--- config.mk ---
export PLATFORM = sky130hd
export DESIGN_NAME = voice_fifo_rd_arb_flat
export DESIGN_NICKNAME = d
export VERILOG_FILES = /design/src/rtl/voice_fifo_rd_arb_if.sv /design/src/rtl/voice_fifo_rd_arb.sv /design/src/flat_wrapper.sv
export SDC_FILE = /design/constraint.sdc
export NUM_CORES = 1
export LEC_CHECK = 0
export ABC_AREA = 1
export CORE_MARGIN = 4
export CORE_UTILIZATION = 56
export DETAILED_ROUTE_END_ITERATION = 10
export DONT_BUFFER_PORTS = 1
export PLACE_DENSITY_LB_ADDON = 0.1
export SYNTH_ARGS = -nofsm -noshare
export SYNTH_HDL_FRONTEND = slang
export SYNTH_SLANG_ARGS = --single-unit
--- constraint.sdc ---
create_clock -name i_rd_clk -period 1.7 [get_ports i_rd_clk]
set_input_delay 0.34 -clock i_rd_clk [delete_from_list [all_inputs] [get_ports i_rd_clk]]
set_output_delay 0.34 -clock i_rd_clk [all_outputs]
set_load 0.01 [all_outputs]
--- src/rtl/voice_fifo_rd_arb_if.sv ---
// Bus bundle between the voice prefetch FIFO read side, the arbiter and
// its two consumers. The arbiter connects through the master modport.
interface voice_fifo_rd_arb_if #(
  parameter int DATA_W = 32,
  parameter int CNT_W  = 11
);
  logic [DATA_W-1:0] fifo_rd_data;
  logic              fifo_rd_vld;
  logic              fifo_rd_en;
  logic [1:0]        req;
  logic [1:0]        gnt;
  logic [DATA_W-1:0] m_data;
  logic [1:0]        m_vld;
  logic [1:0]        m_rdy;
  logic              m_last;
  logic [1:0]        frame_done;
  logic [CNT_W-1:0]  word_cnt;

  modport master (
    input  fifo_rd_data, fifo_rd_vld, req, m_rdy,
    output fifo_rd_en, gnt, m_data, m_vld, m_last, frame_done, word_cnt
  );

  modport slave (
    output fifo_rd_data, fifo_rd_vld, req, m_rdy,
    input  fifo_rd_en, gnt, m_data, m_vld, m_last, frame_done, word_cnt
  );
endinterface

--- src/rtl/voice_fifo_rd_arb.sv ---
// Frame-granular read arbiter: pulls FRAME_LEN words from a prefetch FIFO
// for one of two consumers at a time, round-robin between frames, through
// a single registered output stage that can be refilled on the same cycle
// it is drained.
module voice_fifo_rd_arb #(
  parameter int DATA_W    = 32,
  parameter int FRAME_LEN = 256,
  parameter int CNT_W     = 11
) (
  input logic                  i_rd_clk,
  input logic                  i_rd_rst,
  voice_fifo_rd_arb_if.master  io_bus
);

  typedef enum logic [1:0] {IDLE, XFER, DRAIN} state_t;

  state_t            r_state;
  state_t            w_nextState;
  logic [1:0]        r_gnt;
  logic              r_lastSel;
  logic              r_outFull;
  logic [DATA_W-1:0] r_data;
  logic              r_last;
  logic [1:0]        r_frameDone;
  logic [CNT_W-1:0]  r_wordCnt;

  logic              w_sel;
  logic              w_grantSel;
  logic              w_rdEn;
  logic              w_pop;
  logic              w_endPop;
  logic              w_accept;
  logic [1:0]        w_mVld;
  logic [CNT_W-1:0]  w_cntInc;

  // The owner index is the upper grant bit because the grant is one-hot.
  assign w_sel      = r_gnt[1];
  assign w_grantSel = (io_bus.req == 2'b11) ? ~r_lastSel : io_bus.req[1];
  assign w_rdEn     = ~i_rd_rst && (r_state == XFER) &&
                      (~r_outFull || io_bus.m_rdy[w_sel]);
  assign w_pop      = w_rdEn && io_bus.fifo_rd_vld;
  assign w_cntInc   = r_wordCnt + 1'b1;
  assign w_endPop   = w_pop && (w_cntInc == CNT_W'(FRAME_LEN));
  assign w_mVld     = {2{r_outFull}} & r_gnt;
  assign w_accept   = |(w_mVld & io_bus.m_rdy);

  // Hold the frame-level state; reset aborts any frame in flight.
  always_ff @(posedge i_rd_clk or posedge i_rd_rst) begin
    if (i_rd_rst) begin
      r_state <= IDLE;
    end else begin
      r_state <= w_nextState;
    end
  end

  // Frame sequencing: grant, stream until the last pop, then wait for the last accept.
  always_comb begin
    w_nextState = r_state;
    case (r_state)
      IDLE:    if (|io_bus.req) w_nextState = XFER;
      XFER:    if (w_endPop)    w_nextState = DRAIN;
      DRAIN:   if (w_accept)    w_nextState = IDLE;
      default: w_nextState = IDLE;
    endcase
  end

  // Grant, output stage, word counter and done pulse bookkeeping.
  always_ff @(posedge i_rd_clk or posedge i_rd_rst) begin
    if (i_rd_rst) begin
      r_gnt       <= 2'b00;
      r_lastSel   <= 1'b1;
      r_outFull   <= 1'b0;
      r_data      <= '0;
      r_last      <= 1'b0;
      r_frameDone <= 2'b00;
      r_wordCnt   <= '0;
    end else begin
      r_frameDone <= 2'b00;
      case (r_state)
        IDLE: begin
          if (|io_bus.req) begin
            r_gnt     <= w_grantSel ? 2'b10 : 2'b01;
            r_wordCnt <= '0;
          end
        end
        XFER: begin
          if (w_pop) begin
            r_data    <= io_bus.fifo_rd_data;
            r_outFull <= 1'b1;
            r_wordCnt <= w_cntInc;
            r_last    <= w_endPop;
          end else if (w_accept) begin
            r_outFull <= 1'b0;
          end
        end
        DRAIN: begin
          if (w_accept) begin
            r_outFull   <= 1'b0;
            r_last      <= 1'b0;
            r_frameDone <= r_gnt;
            r_lastSel   <= w_sel;
            r_gnt       <= 2'b00;
          end
        end
        default: begin
          r_outFull <= 1'b0;
        end
      endcase
    end
  end

  assign io_bus.fifo_rd_en = w_rdEn;
  assign io_bus.gnt        = r_gnt;
  assign io_bus.m_data     = r_data;
  assign io_bus.m_vld      = w_mVld;
  assign io_bus.m_last     = r_last;
  assign io_bus.frame_done = r_frameDone;
  assign io_bus.word_cnt   = r_wordCnt;

endmodule

--- src/flat_wrapper.sv ---
// flat-port wrapper written by rule: the top's interface ports become plain ports
module voice_fifo_rd_arb_flat 
#(
  parameter int DATA_W    = 32,
  parameter int FRAME_LEN = 256,
  parameter int CNT_W     = 11
)
  (i_rd_clk, i_rd_rst, io_bus_fifo_rd_data, io_bus_fifo_rd_vld, io_bus_req, io_bus_m_rdy, io_bus_fifo_rd_en, io_bus_gnt, io_bus_m_data, io_bus_m_vld, io_bus_m_last, io_bus_frame_done, io_bus_word_cnt);
  voice_fifo_rd_arb_if #(.DATA_W(DATA_W), .CNT_W(CNT_W)) io_bus_i ();
  input logic i_rd_clk;
  input logic i_rd_rst;
  input wire logic [$bits(io_bus_i.fifo_rd_data)-1:0] io_bus_fifo_rd_data;
  input wire logic [$bits(io_bus_i.fifo_rd_vld)-1:0] io_bus_fifo_rd_vld;
  input wire logic [$bits(io_bus_i.req)-1:0] io_bus_req;
  input wire logic [$bits(io_bus_i.m_rdy)-1:0] io_bus_m_rdy;
  output wire logic [$bits(io_bus_i.fifo_rd_en)-1:0] io_bus_fifo_rd_en;
  output wire logic [$bits(io_bus_i.gnt)-1:0] io_bus_gnt;
  output wire logic [$bits(io_bus_i.m_data)-1:0] io_bus_m_data;
  output wire logic [$bits(io_bus_i.m_vld)-1:0] io_bus_m_vld;
  output wire logic [$bits(io_bus_i.m_last)-1:0] io_bus_m_last;
  output wire logic [$bits(io_bus_i.frame_done)-1:0] io_bus_frame_done;
  output wire logic [$bits(io_bus_i.word_cnt)-1:0] io_bus_word_cnt;
  assign io_bus_i.fifo_rd_data = io_bus_fifo_rd_data;
  assign io_bus_i.fifo_rd_vld = io_bus_fifo_rd_vld;
  assign io_bus_i.req = io_bus_req;
  assign io_bus_i.m_rdy = io_bus_m_rdy;
  assign io_bus_fifo_rd_en = io_bus_i.fifo_rd_en;
  assign io_bus_gnt = io_bus_i.gnt;
  assign io_bus_m_data = io_bus_i.m_data;
  assign io_bus_m_vld = io_bus_i.m_vld;
  assign io_bus_m_last = io_bus_i.m_last;
  assign io_bus_frame_done = io_bus_i.frame_done;
  assign io_bus_word_cnt = io_bus_i.word_cnt;
  voice_fifo_rd_arb #(.DATA_W(DATA_W), .FRAME_LEN(FRAME_LEN), .CNT_W(CNT_W)) u_core (.i_rd_clk(i_rd_clk), .i_rd_rst(i_rd_rst), .io_bus(io_bus_i));
endmodule
==> results of run 1 <==
-- cells in the mapped netlist, drive strengths merged --
master  instances  area [µm²]
a21oi           3        15.0
buf             5        30.0
clkbuf          3        11.3
dfrtp          51        1280
dfstp           1        26.3
ha              7        87.6
inv            29         111
nand2         151         572
nand3          17        95.1
nand4           1        6.26
nor2           17        90.1
nor3            2        10.0
o211ai          1        7.51
o21ai          16        87.6
o21bai          1        7.51
o22ai           6        37.5
-- area by class of cell --
| class | count | share of cell area |
|---|---|---|
| Inverter | 29 | 0.0374 |
| Multi-Input combinational cell | 222 | 0.389 |
| Sequential cell | 52 | 0.440 |
| Timing Repair Buffer | 27 | 0.0824 |
| Tap cell | 50 | 0.0210 |
| Clock buffer | 6 | 0.0244 |
| Clock inverter | 2 | 0.00547 |
-- path summary, 6_finish.rpt --
kind                                   startpoint  depth (start not counted)                   endpoint
setup reg to reg                u_core.r_state[1]                         13          u_core.r_state[1]
hold reg to reg                  u_core.r_lastSel                          2           u_core.r_lastSel
min in group asynchronous                i_rd_rst                          2       u_core.io_bus.gnt[1]
hold / removal             io_bus_fifo_rd_data[6]                          2    u_core.io_bus.m_data[6]
max in group asynchronous                i_rd_rst                          3  u_core.io_bus.word_cnt[2]
setup / recovery                u_core.r_state[1]                         13          u_core.r_state[1]
-- repair_timing --
action / CTS / global route
buffers inserted: 3 / 7
endpoints found under the setup margin: 12 / 20
gates resized for setup: 4 / 39
endpoints found under the hold margin: 7 / 0
pin swaps: 3 / 18
hold buffers: 1 / 0
-- power by group through the flow --
stage          clock, mW  combinational [mW]  sequential (mW)
6_report           0.703                1.56             2.17
5_1_grt            0.779                1.79             2.23
4_1_cts            0.724                1.42             2.17
3_5_place_dp           0                1.29             2.19
3_3_place_gp           0                1.24             2.18
2_1_floorplan          0               0.985             2.12
-- registers in the layout, summed over array words and instances (netlist names) --
register                  count
u_core.io_bus.m_data         32
u_core.io_bus.word_cnt       11
u_core.io_bus.frame_done      2
u_core.io_bus.gnt             2
u_core.r_state                2
u_core.io_bus.m_last          1
u_core.r_lastSel              1
u_core.r_outFull              1
-- kinds of logic (layout without fill, tap and decap cells) --
group | after synthesis | after routing | synth area share
and+or+nand+nor | 188 | 188 | 0.313
DFF | 52 | 52 | 0.527
buffers and inverters | 37 | 64 | 0.0618
AOI/OAI and AO/OA | 27 | 27 | 0.0628
adders and majority gates | 7 | 7 | 0.0354
-- worst max-delay path: cells and delay by family, from the launching register on --
kind / cells / cell delay (ns)
buffers and inverters: 2 / 0.14
adders and majority gates: 1 / 0.14
and+or+nand+nor: 10 / 0.91
DFF: 1 / 0.41
-- stage by stage --
stage / std cells / TNS [ns] / setup WS, ns
5_1_grt: 388 / -0.365 / -0.104
3_3_place_gp: 369 / -0.0439 / -0.0276
2_1_floorplan: 311 / -0.000866 / -0.000866
3_5_place_dp: 369 / -0.377 / -0.0727
4_1_cts: 381 / 0 / 0.00324
6_report: 388 / 0 / 0.0000828
-- routing by layer --
layer	vias to the layer above	global-route usage	part of all wire
met3	9	0.0757	0.10
met1	930	0.262	0.40
met5	-	0	0
met4	0	0.0751	0.012
li1	1015	-	-
met2	83	0.302	0.48
==> results by group, run 1 <==
Power and ir drop
  – NetSw: 1.81 mW
  – Clock network fraction of design power: 0.158
  – Power share of the sequential group: 0.490
  – Lkg Pwr: 1.50 nW
  – Pwr/cell area: 1490 nW/µm²
  – Logic pwr share: 0.352
  – Cell-internal power: 2.63 mW
  – VDD IR max: 1.07 mV
  – Tot Pwr: 4.44 mW
  – Switching Share: 0.407

Critical path
  – CP max stage delay: 0.41 ns
  – R2R setup slack: 0.00008 ns
  – Crit Path Class: reg -> reg
  – Crit path max fanout: 4
  – Worst Setup Start Kind: register
  – CP required: 1.91 ns
  – CP cell instances: inv_2, ha_4, inv_2, nor2_4, nand2_4, nor2_8, nand2_1, nor2_1, nand3_1, nand2_2, nand2_2, nand2_1, nand2_1
  – Crit-path most repeated cell: nand2_1
  – Critical Path Slowest Stage Cell: dfrtp_1
  – Data arrival time of the worst path: 1.91 ns
  – Crit. End Element: register

Placed design
  – I/O Buffers: 0
  – Hpwl dp: 3.93 mm
  – Placed cell area: 2660 µm²
  – GP Congestion: 0.854

STA
  – Highest attainable clock frequency: 588 MHz
  – Max_slew headroom: 0.792
  – Actual slew at the worst max-slew pin: 0.313 ns
  – Crit share post-route: 1.00
  – Fin. Hold Viols: 0
  – Max-slew violations: 0
  – Final Critical Period: 1.70 ns
  – Clock skew: 0.00592 ns
  – Setup violators final: 0
  – Tightest hold margin: 0.140 ns
  – RSZ-0062 raised after global routing: yes

Floorplan
  – Die width: 74.4 µm
  – Core area: 4140 µm²
  – Die area: 5540 µm²
  – Initial Util: 0.596
  – Num rows: 23
  – Die Height: 74.4 µm
  – I/O pin cnt: 90

CTS
  – Clock sinks: 52
  – Reg clk slew, reported paths: 0.09 ns
  – CTS tree: done
  – TritonCTS buffer count: 5
  – CTS max path bufs: 2
  – H-tree levels: 2
  – Worst skew pair latency: 0.31 ns
  – Clock root buffer: clkbuf_8

Layout
  – Layout cells sized above 1: 0.237
  – Area of the multi-input gates: 1160 µm²
  – Core Util, Final: 0.718
  – Fin nets: 383
  – Most frequent cells in the layout: nand2_1 (139), dfrtp_1 (45), inv_1 (22)
  – Filler instances: 332
  – Number of diodes: 0
  – Syn-to-layout area delta: 20.4%
  – Post-route cell area: 2980 µm²
  – Commonest non-fill, non-tap cell in the layout: nand2_1
  – Area taken by flip-flops and latches: 1310 µm²

Logic synthesis
  – Syn nets: 357
  – Synth Cell Area: 2470 µm²
  – Synthesized flop and latch total: 52
  – Post-synthesis cell type count: 26
  – Register area share after synthesis: 0.527
  – Ys Warns: 0
  – Synthesized instance count: 311
  – Syn_area_per_cell: 7.95 µm²

Detailed routing
  – Antenna-violating nets left: 0
  – Final wirelength: 5.70 mm
  – Initial DRC Count: 96
  – Initial DRT Pass Iterations: 4
  – Via Count: 2037
  – DR vias/cell: 5.25
  – WL/cell: 14.7 µm
  – # DRC: 0

Global routing
  – Pin count of the biggest net entering global routing: 45
  – Overall routing resource usage: 0.200
  – Vias in the first global route: 1810
  – Antenna violations before repair: 0
  – Wire length of the first global-routing pass: 8.36 mm
  – Grt ovf: 0

Hold path
  – Min-delay worst type: in -> reg

Outcome
  – Outcome: completed

Flow run
  – Maxcap violations: 0
(Power assumes the default switching activity.)
==> run 2: changes to the inputs <==
Settings changed: CAP_MARGIN set to 5, MAX_ROUTING_LAYER set to met4.
==> run 2 against run 1 <==
Effect of this change:
- worst setup slack improved by 0.0011 ns
- largest power group unchanged
- wire length hardly changed
- worst hold slack barely moved
- clock power barely moved
- design area is the same
- non-clock buffer count did not move
==> results by group, run 2 (same netlist as run 1, synthesis figures left out) <==
STA
  – Max_slew headroom: 0.788 (was 0.792)
  – Setup violators final: 0 (unchanged)
  – RSZ-0062 raised after global routing: yes (unchanged)
  – Final Critical Period: 1.70 ns (about the same)
  – Highest attainable clock frequency: 589 MHz (was 588 MHz)
  – Actual slew at the worst max-slew pin: 0.318 ns (was 0.313 ns)
  – Worst setup margin: 0.00121 ns (was 0.0000828 ns)
  – Max-slew violations: 0 (unchanged)
  – Clock skew: 0.00635 ns (was 0.00592 ns)
  – Fin. Hold Viols: 0 (unchanged)
  – Crit share post-route: 0.999 (was 1.00)

Floorplan
  – Num rows: 23 (unchanged)
  – Die width: 74.4 µm (unchanged)
  – Die Height: 74.4 µm (unchanged)
  – Core area: 4140 µm² (unchanged)
  – Initial Util: 0.596 (unchanged)
  – I/O pin cnt: 90 (unchanged)
  – Die area: 5540 µm² (unchanged)

Layout
  – Post-route cell area: 2980 µm² (unchanged)
  – Most frequent cells in the layout: nand2_1 (139), dfrtp_1 (45), inv_1 (22) (unchanged)
  – Number of diodes: 0 (unchanged)
  – Fin nets: 383 (unchanged)
  – Syn-to-layout area delta: 20.4% (unchanged)
  – Commonest non-fill, non-tap cell in the layout: nand2_1 (unchanged)
  – Max FFs per register: 32 (unchanged)
  – Layout cells sized above 1: 0.237 (unchanged)

Power and ir drop
  – Lkg Pwr: 1.50 nW (unchanged)
  – Pwr/cell area: 1490 nW/µm² (about the same)
  – VDD IR max: 1.07 mV (about the same)

Critical path
  – Crit Path Class: reg -> reg (unchanged)
  – Crit path max fanout: 4 (unchanged)
  – Worst path top cell family by delay: simple AND/OR/NAND/NOR gates (unchanged)
  – Data arrival time of the worst path: 1.90 ns (was 1.91 ns)
  – CP cell instances: inv_2, ha_4, inv_2, nor2_4, nand2_4, nor2_8, nand2_1, nor2_1, nand3_1, nand2_2, nand2_2, nand2_1, nand2_1 (unchanged)
  – Critical Path Slowest Stage Cell: dfrtp_1 (unchanged)
  – CP required: 1.91 ns (about the same)
  – Worst Setup Start Kind: register (unchanged)
  – Crit-path most repeated cell: nand2_1 (unchanged)
  – Crit. End Element: register (unchanged)
  – CP bufs+invs: 2 (unchanged)
  – CP max stage delay: 0.41 ns (about the same)

Placed design
  – Pre-CTS WS: -0.0727 ns (unchanged)
  – I/O Buffers: 0 (unchanged)
  – Hpwl dp: 3.93 mm (unchanged)
  – Placed cell area: 2660 µm² (unchanged)
  – GP Congestion: 0.868 (was 0.854)

Global routing
  – Grt ovf: 0 (unchanged)
  – Overall routing resource usage: 0.206 (was 0.200)
  – Antenna violations before repair: 0 (unchanged)
  – Wire length of the first global-routing pass: 8.38 mm (was 8.36 mm)
  – Pin count of the biggest net entering global routing: 45 (unchanged)
  – Vias in the first global route: 1808 (was 1810)

Detailed routing
  – DR vias/cell: 5.27 (was 5.25)
  – Final wirelength: 5.70 mm (about the same)
  – WL/cell: 14.7 µm (about the same)
  – Antenna-violating nets left: 0 (unchanged)
  – Initial DRC Count: 120 (was 96)
  – Via Count: 2043 (was 2037)
  – Initial DRT Pass Iterations: 4 (unchanged)
  – # DRC: 0 (unchanged)

Outcome
  – Outcome: completed (unchanged)

Hold path
  – Min-delay worst type: in -> reg (unchanged)

CTS
  – Clock sinks: 52 (unchanged)
  – TritonCTS buffer count: 5 (unchanged)
  – CTS tree: done (unchanged)
  – CTS max path bufs: 2 (unchanged)
  – Worst skew pair latency: 0.31 ns (about the same)
  – H-tree levels: 2 (unchanged)
  – Clock root buffer: clkbuf_8 (unchanged)
  – Reg clk slew, reported paths: 0.09 ns (about the same)

Flow run
  – Maxcap violations: 0 (unchanged)
## run 2: report_power, final
part | internal (mW) | switching [mW] | total (mW)
combinational | 0.674 | 0.890 | 1.56
clock | 0.294 | 0.412 | 0.705
sequential | 1.67 | 0.507 | 2.17
## run 2: final timing paths
path | from | end | slack (ns) | cells past startpoint
setup / recovery | u_core.r_state[1] | u_core.r_state[1] | 0.001 | 13
hold reg to reg | u_core.r_lastSel | u_core.r_lastSel | 0.50 | 2
setup reg to reg | u_core.r_state[1] | u_core.r_state[1] | 0.001 | 13
max in group asynchronous | i_rd_rst | u_core.io_bus.word_cnt[2] | 0.81 | 3
min in group asynchronous | i_rd_rst | u_core.io_bus.gnt[1] | 0.39 | 2
hold / removal | io_bus_fifo_rd_data[6] | u_core.io_bus.m_data[6] | 0.14 | 2
## run 2: cell type report
type	count	area, µm²
Sequential cell	52	1310
Fill cell	332	1170
Multi-Input combinational cell	222	1160
Timing Repair Buffer	27	245
Inverter	29	111
Clock buffer	6	72.6
Tap cell	50	62.6
Clock inverter	2	16.3
## run 2: per-layer routing
layer,part of all wire,track usage
met1,0.41,0.267
met2,0.48,0.303
met3,0.096,0.0649
met4,0.012,0.0751
met5,0,-
## run 2: worst register-to-register path: stages, from the launching register on
cell and delay, ns:
dfrtp_1 0.41, inv_2 0.10, ha_4 0.14, inv_2 0.04, nor2_4 0.09, nand2_4 0.08
nor2_8 0.14, nand2_1 0.07, nor2_1 0.10, nand3_1 0.13, nand2_2 0.11, nand2_2 0.06
nand2_1 0.08, nand2_1 0.05
## run 2: stage by stage
step                      power [mW]   util  hold slack [ns]  std cells   TNS (ns)
after CTS                       4.32  0.676            0.131        381          0
after global placement          3.42  0.641            0.150        369    -0.0439
after global routing            4.79  0.718            0.131        388     -0.365
after floorplan                 3.10      -            0.457        311  -0.000866
final                           4.44  0.718            0.140        388          0
after detailed placement        3.48  0.641            0.154        369     -0.377
## run 2: repair_timing
| item | in CTS | in global routing |
|---|---|---|
| hold buffers | 1 | 0 |
| pin swaps | 3 | 18 |
| endpoints found under the setup margin | 12 | 20 |
| gates resized for setup | 4 | 39 |
| setup buffers | 3 | 7 |
| endpoints found under the hold margin | 7 | 0 |
==> run 3: changes to the inputs <==
Settings changed: CORE_MARGIN 4 to unset, CTS_CLUSTER_SIZE set to 10.
==> run 3 against run 2 <==
Effect of this change:
- the flow now finishes with violations (setup timing)
- die area down 15%
- non-clock buffer count down 1
- clock power up 2%
- final cell count down 0.26%
- via count down 1.4%
- maximum frequency down 1.3%
- wire length down 4.3%
- clock skew about the same
- worst hold slack about the same
- flip-flop and latch count unchanged
- sequential share of layout area up 1.1 points
- critical endpoint is now u_core.r_state[0]
- largest cell class unchanged
- highest routed layer unchanged
==> results by group, run 3 (same netlist as run 1, synthesis figures left out) <==
Layout
  – Syn-to-layout area delta: 17.0% (was 20.4%)
  – Fin nets: 382 (was 383)
  – Filler instances: 346 (was 332)
  – Max FFs per register: 32 (unchanged)
  – Commonest non-fill, non-tap cell in the layout: nand2_1 (unchanged)
  – Most frequent cells in the layout: nand2_1 (146), dfrtp_1 (49), inv_1 (25) (was nand2_1 (139), dfrtp_1 (45), inv_1 (22))
  – Layout cells sized above 1: 0.184 (was 0.237)
  – Number of diodes: 0 (unchanged)
  – Area taken by flip-flops and latches: 1310 µm² (about the same)
  – Area of the multi-input gates: 1100 µm² (was 1160 µm²)
  – Post-route insts no fill: 387 (was 388)
  – Core Util, Final: 0.703 (was 0.718)

Critical path
  – R2R setup slack: -0.02 ns (was 0.001 ns)
  – Worst Setup Start Kind: register (unchanged)
  – Crit Path Class: reg -> reg (unchanged)
  – CP bufs+invs: 1 (was 2)
  – CP cell instances: ha_2, buf_4, nand2_1, nand2_2, nor2_2, nand3_1, nor2_1, nand3_1, nand2_2, nand2_2, nand2_1, nand2_1 (was inv_2, ha_4, inv_2, nor2_4, nand2_4, nor2_8, nand2_1, nor2_1, nand3_1, nand2_2, nand2_2, nand2_1, nand2_1)
  – CP required: 1.90 ns (was 1.91 ns)
  – Worst R2R End: u_core.r_state[0] (was u_core.r_state[1])
  – CP max stage delay: 0.39 ns (was 0.41 ns)
  – Crit path max fanout: 3 (was 4)
  – Worst path top cell family by delay: simple AND/OR/NAND/NOR gates (unchanged)
  – Data arrival time of the worst path: 1.92 ns (was 1.90 ns)
  – Crit. End Element: register (unchanged)
  – R2r worst-path depth: 12 (was 13)
  – Critical Path Slowest Stage Cell: dfrtp_1 (unchanged)
  – Crit Reg-Reg Startpoint: u_core.io_bus.word_cnt[1] (was u_core.r_state[1])

Detailed routing
  – Initial DRC Count: 141 (was 120)
  – Final wirelength: 5.45 mm (was 5.70 mm)
  – Antenna-violating nets left: 0 (unchanged)
  – DR vias/cell: 5.21 (was 5.27)
  – Via Count: 2015 (was 2043)
  – Initial DRT Pass Iterations: 4 (unchanged)
  – WL/cell: 14.1 µm (was 14.7 µm)
  – # DRC: 0 (unchanged)

Hold path
  – Hold_sp: io_bus_fifo_rd_data[6] (unchanged)
  – Hold Path Sink: u_core.io_bus.m_data[6] (unchanged)
  – WHS Path Cells: 2 (unchanged)
  – Min-delay worst type: in -> reg (unchanged)

Global routing
  – Vias in the first global route: 1829 (was 1808)
  – Pin count of the biggest net entering global routing: 36 (was 45)
  – Grt ovf: 0 (unchanged)
  – Antenna violations before repair: 0 (unchanged)
  – Wire length of the first global-routing pass: 8.09 mm (was 8.38 mm)
  – Overall routing resource usage: 0.245 (was 0.206)

CTS
  – Clock sinks: 52 (unchanged)
  – TritonCTS buffer count: 5 (unchanged)
  – Worst skew pair latency: 0.31 ns (about the same)
  – CTS tree: done (unchanged)
  – CTS max path bufs: 2 (unchanged)
  – Reg clk slew, reported paths: 0.10 ns (was 0.09 ns)
  – H-tree levels: 2 (unchanged)
  – Clock root buffer: clkbuf_8 (unchanged)

Outcome
  – Violated checks: setup timing
  – Outcome: complete, but fails checks (was completed)

Power and ir drop
  – VDD IR max: 0.791 mV (was 1.07 mV)
  – Pwr/cell area: 1510 nW/µm² (was 1490 nW/µm²)
  – Tot Pwr: 4.38 mW (was 4.44 mW)
  – Lkg Pwr: 1.50 nW (about the same)

STA
  – Actual slew at the worst max-slew pin: 0.423 ns (was 0.318 ns)
  – Setup violators final: 2 (was 0)
  – Max_slew headroom: 0.718 (was 0.788)
  – Max-slew violations: 0 (unchanged)
  – Final Critical Period: 1.72 ns (was 1.70 ns)
  – Crit share post-route: 1.01 (was 0.999)
  – RSZ-0062 raised after global routing: yes (unchanged)
  – Fin. Hold Viols: 0 (unchanged)
  – Highest attainable clock frequency: 581 MHz (was 589 MHz)
  – Clock skew: 0.00623 ns (was 0.00635 ns)
  – Worst setup margin: -0.0215 ns (was 0.00121 ns)

Floorplan
  – Die area: 4680 µm² (was 5540 µm²)
  – I/O pin cnt: 90 (unchanged)
  – Num rows: 23 (unchanged)
  – Core area: 4120 µm² (was 4140 µm²)
  – Die width: 68.4 µm (was 74.4 µm)
  – Initial Util: 0.600 (was 0.596)
  – Die Height: 68.4 µm (was 74.4 µm)

Placed design
  – Pre-CTS WS: -0.0260 ns (was -0.0727 ns)
  – I/O Buffers: 0 (unchanged)
  – Hpwl dp: 3.79 mm (was 3.93 mm)
  – GP Congestion: 0.833 (was 0.868)
  – Placed Cells: 370 (was 369)

Flow run
  – Maxcap violations: 0 (unchanged)
run 3: changes by cell type in the layout (fill, tap and decap cells not counted), sizes merged:
cell / before / now
clkinv: 1 / 2
inv: 29 / 30
clkinvlp: 1 / 0
clkbuf: 6 / 5
buf: 26 / 25
run 3: through the flow:
step / instance area (µm²) / TNS (ns) / hold WS [ns]
6_report: 2890 / -0.0322 / 0.140
5_1_grt: 2890 / -0.764 / 0.136
4_1_cts: 2820 / 0 / 0.134
3_5_place_dp: 2660 / -0.124 / 0.253
3_3_place_gp: 2660 / 0 / 0.242
2_1_floorplan: 2500 / -0.000866 / 0.457
run 3: cell type report:
| class | instances | area share |
|---|---|---|
| sequential | 52 | 0.451 |
| multi-input combinational | 222 | 0.380 |
| clock buffer | 5 | 0.0238 |
| inverter | 29 | 0.0385 |
| tap | 50 | 0.0216 |
| timing repair buffer | 26 | 0.0770 |
| clock inverter | 3 | 0.00779 |
run 3: worst register-to-register path, cell delays in order, from the launching register on:
cell     delay, ns
dfrtp_1       0.39
ha_2          0.22
buf_4         0.14
nand2_1       0.07
nand2_2       0.06
nor2_2        0.10
nand3_1       0.09
nor2_1        0.10
nand3_1       0.16
nand2_2       0.13
nand2_2       0.06
nand2_1       0.06
nand2_1       0.05
run 3: what timing repair did:
action                                  CTS  global route
endpoints found under the setup margin   13            49
hold endpoints to repair                 16             0
buffers inserted                          4             4
gates resized for setup                   4            13
pin swaps                                 3            10
hold buffers                              1             0
run 3: worst max-delay path by stage:
stage,from,endpoint,cells after the start
after global routing,u_core.io_bus.word_cnt[1],u_core.r_state[0],13
after detailed placement,u_core.r_state[1],u_core.io_bus.word_cnt[2],12
final,u_core.io_bus.word_cnt[1],u_core.r_state[0],12
after CTS,u_core.io_bus.word_cnt[0],u_core.r_state[0],12
after floorplan,u_core.r_state[1],u_core.io_bus.word_cnt[2],13
after global placement,u_core.r_state[1],u_core.io_bus.word_cnt[2],12
run 3: power by group:
group | switching, mW | total (mW) | leakage [nW] | internal (mW)
Combinational | 0.875 | 1.51 | 0.783 | 0.630
Sequential | 0.486 | 2.15 | 0.666 | 1.67
Clock | 0.422 | 0.718 | 0.0485 | 0.296
Total | 1.78 | 4.38 | 1.50 | 2.59
run 3: routing by layer:
metal	routed length (µm)	vias up	global-route usage
li1	-	1013	-
met2	2600	86	0.385
met1	2400	908	0.304
met3	375	8	0.0567
met5	0	-	-
met4	77	0	0.0990
